## src/rtl/clock_time_keeper.sv

```systemverilog
`default_nettype none
// ============================================================================
// Module   : clock_time_keeper
// Brief    : 1 Hz prescaler and 24-hour BCD timekeeper with manual set inputs.
// Revision : 1.0 - initial release
// ============================================================================
module clock_time_keeper #(
   parameter int CLK_HZ = 50000000
) (
   input  logic       clk,
   input  logic       reset,
   input  logic       run,
   input  logic       set_en,
   input  logic       inc_min,
   input  logic       inc_hour,
   output logic [5:0] sec_ones,
   output logic [5:0] sec_tens,
   output logic [5:0] min_ones,
   output logic [5:0] min_tens,
   output logic [5:0] hour_ones,
   output logic [5:0] hour_tens,
   output logic       tick_1hz,
   output logic       day_wrap
);

   localparam int               PRE_W   = (CLK_HZ > 1) ? $clog2(CLK_HZ) : 1;
   localparam logic [PRE_W-1:0] PRE_MAX = PRE_W'(CLK_HZ - 1);

   logic [PRE_W-1:0] r_pre;
   logic [3:0]       r_sec_ones, r_sec_tens, r_min_ones, r_min_tens, r_hour_ones, r_hour_tens;
   logic             r_inc_min_q, r_inc_hour_q;
   logic             r_tick, r_day_wrap;

   logic       w_sec_adv, w_min_edge, w_hour_edge;
   logic       w_min_step, w_hour_step, w_day_wrap;
   logic [3:0] w_sec_ones_nxt, w_sec_tens_nxt, w_min_ones_nxt, w_min_tens_nxt;
   logic [3:0] w_hour_ones_nxt, w_hour_tens_nxt;

   assign w_sec_adv   = run & ~set_en & (r_pre == PRE_MAX);
   assign w_min_edge  = inc_min  & ~r_inc_min_q;
   assign w_hour_edge = inc_hour & ~r_inc_hour_q;

   // Minute/hour steps are shared by the seconds carry and the set-mode buttons;
   // a set-mode minute step never carries into the hours.
   always_comb begin
      w_sec_ones_nxt  = r_sec_ones;
      w_sec_tens_nxt  = r_sec_tens;
      w_min_ones_nxt  = r_min_ones;
      w_min_tens_nxt  = r_min_tens;
      w_hour_ones_nxt = r_hour_ones;
      w_hour_tens_nxt = r_hour_tens;
      w_min_step      = 1'b0;
      w_hour_step     = 1'b0;
      w_day_wrap      = 1'b0;

      if (set_en) begin
         w_sec_ones_nxt = 4'd0;
         w_sec_tens_nxt = 4'd0;
         w_min_step     = w_min_edge;
         w_hour_step    = w_hour_edge;
      end else if (w_sec_adv) begin
         if (r_sec_ones == 4'd9) begin
            w_sec_ones_nxt = 4'd0;
            if (r_sec_tens == 4'd5) begin
               w_sec_tens_nxt = 4'd0;
               w_min_step     = 1'b1;
               w_hour_step    = (r_min_tens == 4'd5) && (r_min_ones == 4'd9);
            end else begin
               w_sec_tens_nxt = r_sec_tens + 4'd1;
            end
         end else begin
            w_sec_ones_nxt = r_sec_ones + 4'd1;
         end
         w_day_wrap = (r_hour_tens == 4'd2) && (r_hour_ones == 4'd3) &&
                      (r_min_tens  == 4'd5) && (r_min_ones  == 4'd9) &&
                      (r_sec_tens  == 4'd5) && (r_sec_ones  == 4'd9);
      end

      if (w_min_step) begin
         if (r_min_ones == 4'd9) begin
            w_min_ones_nxt = 4'd0;
            w_min_tens_nxt = (r_min_tens == 4'd5) ? 4'd0 : r_min_tens + 4'd1;
         end else begin
            w_min_ones_nxt = r_min_ones + 4'd1;
         end
      end

      if (w_hour_step) begin
         if ((r_hour_tens == 4'd2) && (r_hour_ones == 4'd3)) begin
            w_hour_ones_nxt = 4'd0;
            w_hour_tens_nxt = 4'd0;
         end else if (r_hour_ones == 4'd9) begin
            w_hour_ones_nxt = 4'd0;
            w_hour_tens_nxt = r_hour_tens + 4'd1;
         end else begin
            w_hour_ones_nxt = r_hour_ones + 4'd1;
         end
      end
   end

   always_ff @(posedge clk) begin
      if (reset) begin
         r_pre        <= '0;
         r_sec_ones   <= 4'd0;
         r_sec_tens   <= 4'd0;
         r_min_ones   <= 4'd0;
         r_min_tens   <= 4'd0;
         r_hour_ones  <= 4'd0;
         r_hour_tens  <= 4'd0;
         r_inc_min_q  <= 1'b1;
         r_inc_hour_q <= 1'b1;
         r_tick       <= 1'b0;
         r_day_wrap   <= 1'b0;
      end else begin
         if (set_en) begin
            r_pre <= '0;
         end else if (run) begin
            r_pre <= (r_pre == PRE_MAX) ? '0 : r_pre + 1'b1;
         end
         r_sec_ones   <= w_sec_ones_nxt;
         r_sec_tens   <= w_sec_tens_nxt;
         r_min_ones   <= w_min_ones_nxt;
         r_min_tens   <= w_min_tens_nxt;
         r_hour_ones  <= w_hour_ones_nxt;
         r_hour_tens  <= w_hour_tens_nxt;
         r_inc_min_q  <= inc_min;
         r_inc_hour_q <= inc_hour;
         r_tick       <= w_sec_adv;
         r_day_wrap   <= w_day_wrap;
      end
   end

   assign sec_ones  = {2'b00, r_sec_ones};
   assign sec_tens  = {2'b00, r_sec_tens};
   assign min_ones  = {2'b00, r_min_ones};
   assign min_tens  = {2'b00, r_min_tens};
   assign hour_ones = {2'b00, r_hour_ones};
   assign hour_tens = {2'b00, r_hour_tens};
   assign tick_1hz  = r_tick;
   assign day_wrap  = r_day_wrap;

endmodule
`default_nettype wire

```

## config.mk

```make
export PLATFORM = sky130hd
export DESIGN_NAME = clock_time_keeper
export DESIGN_NICKNAME = d
export VERILOG_FILES = /design/src/rtl/clock_time_keeper.sv
export SDC_FILE = /design/constraint.sdc
export NUM_CORES = 1
export LEC_CHECK = 0
export ABC_AREA = 1
export CAP_MARGIN = 10
export CORE_UTILIZATION = 40
export DETAILED_ROUTE_END_ITERATION = 10
export PLACE_DENSITY = 0.6
export SETUP_SLACK_MARGIN = 0.05
export SYNTH_ARGS = -nofsm -noshare
export SYNTH_HDL_FRONTEND = slang
export SYNTH_SLANG_ARGS = --single-unit
```

## constraint.sdc

```tcl
create_clock -name clk -period 4.9 [get_ports clk]
set_clock_uncertainty 0.15 [all_clocks]
set_input_delay 0.49 -clock clk [delete_from_list [all_inputs] [get_ports clk]]
set_output_delay 0.49 -clock clk [all_outputs]
set_load 0.1 [all_outputs]
```

==> summary.md <==
| Metric | Value |
|---|---|
| Ant. Diodes | `0` |
| TritonRoute pass-1 iters | `7` |
| Setup_tns | `0 ns` |
| Routed via count | `2,897` |
| Largest area contributor in the netlist | `dfxtp_1` |
| Synth async-reset ratio | `0%` |
| Width of the die | `91.2 um` |
| Fmax | `0.389 GHz` |
| Detail Route Antenna Nets | `0` |
| GRT Overall Usage | `between 15 and 20%` |
| Pre-CTS setup slack | `2.29 ns` |
| Worst-path clk slew | `~0.090 ns` |
| DIE HEIGHT | `roughly 91 um` |
| Pwr Density | `217 mW/mm^2` |
| Synth top area cells | `dfxtp_1, nand2_1, nor2_1` |
| CP endpoint kind | `primary output` |
| H-Tree Depth | `2` |
| Final worst slack | `2.33 ns` |
| VDD IR max | `roughly 0.14 mV` |
| RePlAce Congestion | `approximately 0.85` |
| Syn Inst Count | `about 470` |
| DRC Markers | `0` |
| Hold Crit Class | `reg2reg` |
| Post-synth EDFFs | `0` |
| Hold path cells | `2` |
| Clock Path Buffers | `2` |
| Vias in the first global route | `2,665` |
| Total gr overflow | `0` |
| Worst-margin pin slew | `0.982 ns` |
| Setup repair after global routing missed its margin | `no` |
| Fin crit period | `roughly 2.6 ns` |
| Initial DRC Count | `109` |
| Synthesized area per cell | `6.83 um^2` |
| Final Hold Violating Endpoints | `0` |
| CP max FO | `6` |
| Initial antenna violation count | `0` |
| Avg WL per Cell | `12.1 um` |
| IO Pins | `44` |
| Share of cells above drive strength 1 | `10.1%` |
| Worst skew pair latency | `about 0.31 ns` |
| Nets | `just over 500` |
| Area delta synth->final | `13.5%` |
| Post-DR vias/cell | `4.84` |
| Largest net degree at the start of global routing | `18` |
| R2R depth | `9` |
| Commonest cells post-synth | `nand2_1, nor2_1, dfxtp_1, inv_1, nand3_1` |
| PostCTS Resize Cnt | `0` |
| CP bufs+invs | `1` |
| Crit path kind | `reg2out` |
| Final wirelength | `between 7000 and 8000 um` |
| Core area | `0.00773 mm^2` |
| Initial Utilization | `41.2%` |
| Max cap viols | `0` |
| Clock Sinks | `54` |
| Leakage | `1.33 nW` |
| Worst relative slew slack | `34.3%` |
| Status | `finished clean` |
| Top-count cell post-synth | `nand2_1` |
| FILL cells | `between 700 and 800` |
| Synth Warn # | `0` |
| I/O Buffers | `31` |
| CP Depth | `1` |
| FP Rows | `32` |
| Flops & latches, synth | `54` |
| Largest stage delay, worst path | `1.18 ns` |
| Seq/Total Area, Yosys | `34.0%` |
| R2r setup slk | `between 2 and 3 ns` |
| Crit path arrival time | `1.93 ns` |
| CTS tree | `built` |
| Critical-path cell list | `clkdlybuf4s50_1` |
| Distinct cells, synth | `39` |
| Cell Area, Synth | `0.00318 mm^2` |
| Critical Path Start Type | `flip-flop` |
| TritonCTS buffer count | `5` |
| WHS | `0.347 ns` |
| Count of final max-slew check failures | `0` |
| Hold_buf cts | `0` |
| Ys flop type | `dfxtp_1` |
| Critical path's top delay family | `buffers and inverters` |
| First-pass GRT wire length | `around 12,000 um` |
| Power, Total | `0.783 mW` |
| Clk root buf | `clkbuf_8` |
| Yosys top cell area share | `between 30% and 40%` |
| Required time worst endpoint | `around 4.3 ns` |
| Part of the cycle the worst path needs | `a little over half` |
| Critical-path top delay cell | `clkdlybuf4s50_1` |
| Setup repair bufs after CTS | `0` |
| Dpl hpwl | `5610 um` |
| Setup-failing EPs final | `0` |
| DIE AREA | `0.00831 mm^2` |
report_power, final:
part	total (mW)	switching [mW]	internal, mW
logic	0.0801	0.0689	0.0112
clock network	0.259	0.144	0.114
registers	0.444	0.00295	0.441
logic make-up after synthesis:
| kind of cell | after synthesis | synth area share [%] |
|---|---|---|
| compound gates | 46 | 7.95 |
| flops | 54 | 34.0 |
| simple gates | 272 | 41.3 |
| fa+ha+maj | 5 | 1.97 |
| xor+xnor | 14 | 3.86 |
| other cells | 1 | 0.118 |
| buf+inv | 74 | 10.9 |
cells in the final DEF (no fill, tap or decap), drive strengths merged:
master,Yosys,routed
a21oi,30,30
nor2,87,87
nand3,40,40
and2,1,1
conb,1,12
o21ai,12,12
o21a,1,1
clkinv,2,3
ha,5,5
clkbuf,2,7
xnor2,3,3
nor3,13,13
a211oi,1,1
xor2,11,11
nand4,15,15
o211ai,1,1
nand2,107,107
nor4,4,4
o32ai,1,1
or2,2,2
nor3b,2,2
inv,52,52
or3b,1,1
clkdlybuf4s50,0,31
dfxtp,54,54
flip-flops by register name, indices dropped and copies added, names as in the netlist:
| register | flops |
|---|---|
| r_pre | 26 |
| r_hour_tens | 4 |
| r_min_ones | 4 |
| r_inc_hour_q | 1 |
| tick_1hz | 1 |
| r_sec_tens | 4 |
| day_wrap | 1 |
| r_min_tens | 4 |
| r_inc_min_q | 1 |
| r_hour_ones | 4 |
| r_sec_ones | 4 |
routing by layer:
layer	up-vias	wire, um	share of wire, %	GRT usage (%)
met5	-	0	0	0
met4	0	70	0.97	4.89
met3	6	318	4.4	3.02
met2	64	3360	47	30.9
met1	1295	3480	48	24.0
li1	1532	-	-	-
worst paths after layout:
| check | from | to |
|---|---|---|
| min reg2reg | r_pre[25] | r_pre[25] |
| max reg2reg | r_pre[19] | r_pre[21] |
| min | r_pre[25] | r_pre[25] |
| max | r_sec_ones[2] | sec_ones[2] |
final cells by class:
cell class	instances	area (um^2)	area share, %
well taps	102	128	3.54
clock buffers	7	86.3	2.39
flip-flops and latches	54	1080	30.0
inverters	54	203	5.62
multi-input cells	349	1800	49.8
repair buffers	31	310	8.60
clock inverters	1	5.00	0.139
per-stage QoR:
step                utilization, %  cells  instance area (um^2)
floorplan                        -    477                  3220
global placement              45.5    590                  3520
detailed placement            45.5    590                  3520
CTS                           46.7    598                  3610
global route                  46.7    598                  3610
finish                        46.7    598                  3610
No activity file was read; power rests on OpenSTA's default activity.
